--- src/rtl/core_pkg.sv ---
// Shared core definitions: default datapath widths and writeback source encodings.
package core_pkg;

    localparam int unsigned CORE_XLEN = 32;
    localparam int unsigned CORE_AW   = 5;

    localparam logic [1:0] SRC_NONE = 2'd0;
    localparam logic [1:0] SRC_ALU  = 2'd1;
    localparam logic [1:0] SRC_MEM  = 2'd2;

endpackage

--- src/rtl/regfile_wb_arbiter.sv ---
// Arbitrates the regfile write port between the ALU (EX) and load (MEM) writeback paths.
// Loads win by default; a starvation counter forces an ALU win unless same-rd ordering applies.
module regfile_wb_arbiter
    import core_pkg::*;
#(
    parameter int unsigned XLEN       = CORE_XLEN,
    parameter int unsigned AW         = CORE_AW,
    parameter int unsigned STARVE_MAX = 3
) (
    input  logic            clock,
    input  logic            reset,
    input  logic            alu_valid,
    input  logic [AW-1:0]   alu_rd,
    input  logic [XLEN-1:0] alu_data,
    output logic            alu_ready,
    input  logic            mem_valid,
    input  logic [AW-1:0]   mem_rd,
    input  logic [XLEN-1:0] mem_data,
    output logic            mem_ready,
    output logic            wEn,
    output logic [AW-1:0]   write_sel,
    output logic [XLEN-1:0] write_data,
    output logic [1:0]      grant_src,
    output logic            alu_starved
);

    localparam int unsigned CW = (STARVE_MAX > 0) ? $clog2(STARVE_MAX + 1) : 1;
    localparam logic [CW-1:0] STARVE_LIMIT = CW'(STARVE_MAX);

    logic [CW-1:0]   starve_cnt_q, starve_cnt_d;
    logic            saturated, same_rd;
    logic            alu_win, mem_win, any_win;
    logic [AW-1:0]   grant_rd;
    logic [XLEN-1:0] grant_data;
    logic [1:0]      grant_src_d;

    always_comb begin
        saturated = (starve_cnt_q == STARVE_LIMIT);
        // The load is older; on a same-rd clash it must land first even when the ALU is owed.
        same_rd   = (alu_rd == mem_rd) && (alu_rd != '0);
        alu_win   = !reset && alu_valid && (!mem_valid || (saturated && !same_rd));
        mem_win   = !reset && mem_valid && !alu_win;
        any_win   = alu_win || mem_win;

        grant_rd    = mem_rd;
        grant_data  = mem_data;
        grant_src_d = SRC_NONE;
        if (alu_win) begin
            grant_rd    = alu_rd;
            grant_data  = alu_data;
            grant_src_d = SRC_ALU;
        end else if (mem_win) begin
            grant_src_d = SRC_MEM;
        end

        starve_cnt_d = starve_cnt_q;
        if (alu_win) begin
            starve_cnt_d = '0;
        end else if (mem_win && alu_valid && !saturated) begin
            starve_cnt_d = starve_cnt_q + CW'(1);
        end
    end

    assign alu_ready   = alu_win;
    assign mem_ready   = mem_win;
    assign alu_starved = saturated;

    always_ff @(posedge clock) begin
        if (reset) begin
            starve_cnt_q <= '0;
            wEn          <= 1'b0;
            write_sel    <= '0;
            write_data   <= '0;
            grant_src    <= SRC_NONE;
        end else begin
            starve_cnt_q <= starve_cnt_d;
            wEn          <= any_win && (grant_rd != '0);
            grant_src    <= grant_src_d;
            if (any_win) begin
                write_sel  <= grant_rd;
                write_data <= grant_data;
            end
        end
    end

endmodule

--- config.mk ---
export PLATFORM = sky130hd
export DESIGN_NAME = regfile_wb_arbiter
export DESIGN_NICKNAME = d
export VERILOG_FILES = /design/src/rtl/core_pkg.sv /design/src/rtl/regfile_wb_arbiter.sv
export SDC_FILE = /design/constraint.sdc
export NUM_CORES = 1
export LEC_CHECK = 0
export CAP_MARGIN = 25
export CORE_MARGIN = 4
export CORE_UTILIZATION = 39
export CTS_CLUSTER_DIAMETER = 80
export DETAILED_ROUTE_END_ITERATION = 8
export GPL_ROUTABILITY_DRIVEN = 0
export PLACE_DENSITY_LB_ADDON = 0.3
export SETUP_SLACK_MARGIN = 0.2
export SLEW_MARGIN = 20
export SYNTH_ARGS = -nofsm -noshare
export SYNTH_HDL_FRONTEND = slang
export SYNTH_SLANG_ARGS = --single-unit
export TNS_END_PERCENT = 30
--- constraint.sdc ---
create_clock -name clock -period 2 [get_ports clock]
set_input_delay 0.3 -clock clock [delete_from_list [all_inputs] [get_ports clock]]
set_output_delay 0.3 -clock clock [all_outputs]
set_load 0.03 [all_outputs]
==> key figures <==
Synth
  – Syn nets: roughly 340
  – Most common cell in the netlist: dfxtp_1
  – Post-synthesis compound-gate area fraction: 0.298
  – Ys flop type: dfxtp_1
  – Post-Synth Adder-Cell Area: 0.00553
  – Synth area leader: dfxtp_1
  – Post-Synth XOR/XNOR Area: 0.0194
  – Yosys top cell area share: 0.372
  – Synthesized area per cell: 8.73 µm²
  – Synthesized instance count: 259
  – Largest family of logic cells by synthesized area: compound AO/OA/AOI/OAI gates
  – Largest cells by area after synthesis: dfxtp_1, a311oi_1, o31ai_1
  – Synthesized flop and latch total: 42
  – Sequential share of the synthesized area: 0.372
  – Post-Synth Simple-Gate Area: 0.216
  – Multiplexer area fraction after synthesis: 0.00442
  – FFs w/ async S/R, synth: 0
  – Netlist cell types: 33
  – Synthesized cell area: about 2300 µm²
  – Synth cell count leaders: dfxtp_1, nor2_1, a311oi_1, nand4_1, o31ai_1
  – Synth warn: 0
  – Post-synth EDFFs: 0

Place
  – Detailed placement HPWL: around 5.7 mm
  – Port-buffer cells: 120

GRT
  – Total Routing Usage GR: 0.224
  – Initial antenna violation count: 0
  – Total gr overflow: 0
  – Vias in the first global route: around 2600
  – Largest net degree at the start of global routing: 74
  – First-pass GRT wire length: approximately 13 mm

Floorplan
  – Core area: 5570 µm²
  – Die H: ~84 µm
  – Die area: between 7000 and 8000 µm²
  – Site row count: 27
  – Top-level I/O count: around 120
  – Die X: between 80 and 90 µm
  – Starting Density: 0.406

Critical path
  – Worst Path Required: approximately 1700 ps
  – FF-to-FF path depth: 8
  – Setup crit end kind: output pin
  – Critical path's slowest cell: o41a_4
  – R2r startpoint: starve_cnt_q[1]$_SDFFE_PP0P_
  – Bufs and invs on worst path: 3
  – CP max stage delay: approximately 390 ps
  – Reg2Reg Setup Slack: between 200 and 300 ps
  – Crit path max fanout: 3
  – Crit path max-delay family: buffers and inverters
  – Reg2reg end: wEn$_SDFF_PP0_
  – WP data arrival: roughly 1700 ps
  – Critical Path Start Type: primary input
  – Crit path kind: in2out
  – Crit path cell chain: clkdlybuf4s15_2 > xor2_2 > o41a_4 > nor3_4 > inv_4 > nor3_4 > buf_6
  – Crit path top cell by count: nor3_4

Run
  – Max Cap Violations: 0

Worst hold path
  – Hold Path Class: in2reg
  – Min-delay src: alu_rd[1]
  – Hold worst-path end: write_sel[1]$_SDFFE_PP0P_
  – Hold depth: 3

Pwr
  – Total Power: 2.28 mW
  – Worst VDD drop: 359 µV
  – Lkg Pwr: approximately 1.6 nW
  – Power per Cell Area: around 570 nW/µm²

STA
  – Final Hold Fails: 0
  – Crit path time final: between 2000 and 2500 ps
  – Setup TNS: -3.57 ps
  – Slew margin rel.: 0.683
  – Setup Viol. Count Final: 1
  – Worst Tran Pin Value: 475 ps
  – Setup WS post-layout: -3.57 ps
  – FMAX: between 0.4 and 0.5 GHz
  – RSZ-0062 raised after global routing: yes
  – Final slew viol count: 0
  – Final period utilization: 1.00
  – Clock Skews: 9.24 ps

Clocking
  – Clock Path Buffers: 2
  – Clock insertion delay at the later pin of the skew report: 290 ps
  – Clock sinks: 42
  – CTS tree: done
  – Worst-path clk slew: ~80 ps
  – Root Buffer: clkbuf_8
  – Total CTS buffers: 5
  – CTS H-tree depth: 2

Route
  – Vias per cell: slightly below 6
  – Final WL: 8.36 mm
  – Iteration-0 DRC count of the detailed router: about 150
  – Wire per inst: around 18 µm
  – Antenna viol nets, final: 0
  – Drt drc: 0
  – Pre-Repair DR Iteration Count: 4
  – Vias: about 2700

Outcome
  – Failing checks: setup timing
  – Outcome: finished with violations

Final layout
  – Number of diodes: 0
  – Fraction of layout cells with a size suffix above 1: 0.203
  – Nets: about 470
  – Final Core Density: 0.712
  – Area delta synth->final: 75.4%
[worst max path at each step]
stage	startpoint	endpoint	slack [ps]	cells after the start
2_1_floorplan	mem_rd[3]	mem_ready	2	6
3_3_place_gp	mem_rd[3]	mem_ready	-450	7
3_5_place_dp	mem_rd[3]	mem_ready	-500	7
4_1_cts	starve_cnt_q[1]$_SDFFE_PP0P_	mem_ready	-30	7
5_1_grt	starve_cnt_q[1]$_SDFFE_PP0P_	mem_ready	-80	7
6_report	mem_rd[2]	mem_ready	-4	7
[metrics by stage]
| step | instance area (µm²) | hold slack, ps | instances | setup slack, ps |
|---|---|---|---|---|
| after floorplan | 2320 | 464 | 259 | 1.85 |
| after global placement | 3740 | 485 | 451 | -447 |
| after detailed placement | 3740 | 492 | 451 | -495 |
| after CTS | 3920 | 301 | 466 | -32.1 |
| after global routing | 3970 | 315 | 467 | -79.9 |
| final | 3970 | 304 | 467 | -3.57 |
[cell type report]
class	count	area (µm²)
fillers	452	1610
repair buffers	161	1570
multi-input cells	181	1350
flip-flops and latches	42	843
well taps	72	90.1
clock buffers	5	68.8
clock inverters	3	40.0
inverters	3	13.8
[per-layer routing]
metal,vias to the layer above,track usage,routed length [µm]
met2,114,0.395,4250
li1,1301,-,-
met1,1284,0.276,3410
met5,-,0,0
met3,16,0.0353,498
met4,0,0.0760,198
[worst min-delay path: cells and delay by family]
| kind | cells | cell delay, ps |
|---|---|---|
| compound gates | 2 | 140 |
| buf+inv | 1 | 100 |
[flip-flops by register name (all words and copies together), names as in the netlist]
| signal | flops |
|---|---|
| grant_src | 2 |
| starve_cnt_q | 2 |
| wEn | 1 |
| write_data | 32 |
| write_sel | 5 |
[logic make-up (layout without fill, tap and decap cells)]
group | count (synthesis) | in the layout
buffers and inverters | 36 | 172
AND/OR/NAND/NOR | 95 | 95
adder cells (fa/ha/maj) | 1 | 1
AO/OA/AOI/OAI | 79 | 79
multiplexers | 1 | 1
XOR/XNOR | 5 | 5
flip-flops | 42 | 42
[power by group]
group | switching [mW] | internal [mW] | leakage [nW]
sequential | 0.0341 | 0.901 | 0.350
clock | 0.296 | 0.368 | 0.0579
combinational | 0.332 | 0.349 | 1.23
[layout by cell type (no fill, tap or decap), types with 2 or more instances in the layout]
cell type	Yosys	layout
a311oi_2	0	2
buf_4	3	33
nor3_4	0	2
inv_1	2	2
nand2_1	3	3
o31ai_1	36	36
clkdlybuf4s50_1	0	106
clkinv_2	0	2
nor3_1	5	4
buf_2	10	6
xor2_2	0	3
clkdlybuf4s15_2	0	2
nor2b_1	2	2
nand4_1	36	36
nor4_1	2	2
clkbuf_8	0	5
dfxtp_2	0	2
nor2_1	40	39
dlygate4sd2_1	0	3
a311oi_1	36	34
buf_12	0	6
dfxtp_1	42	40
buf_6	4	4
[timing repair]
action	CTS	global route
pin swaps	10	4
resized for setup	44	9
buffers inserted	7	1
hold buffers	0	0
cloned	0	0
endpoints found under the setup margin	43	33
(Power assumes the default switching activity.)
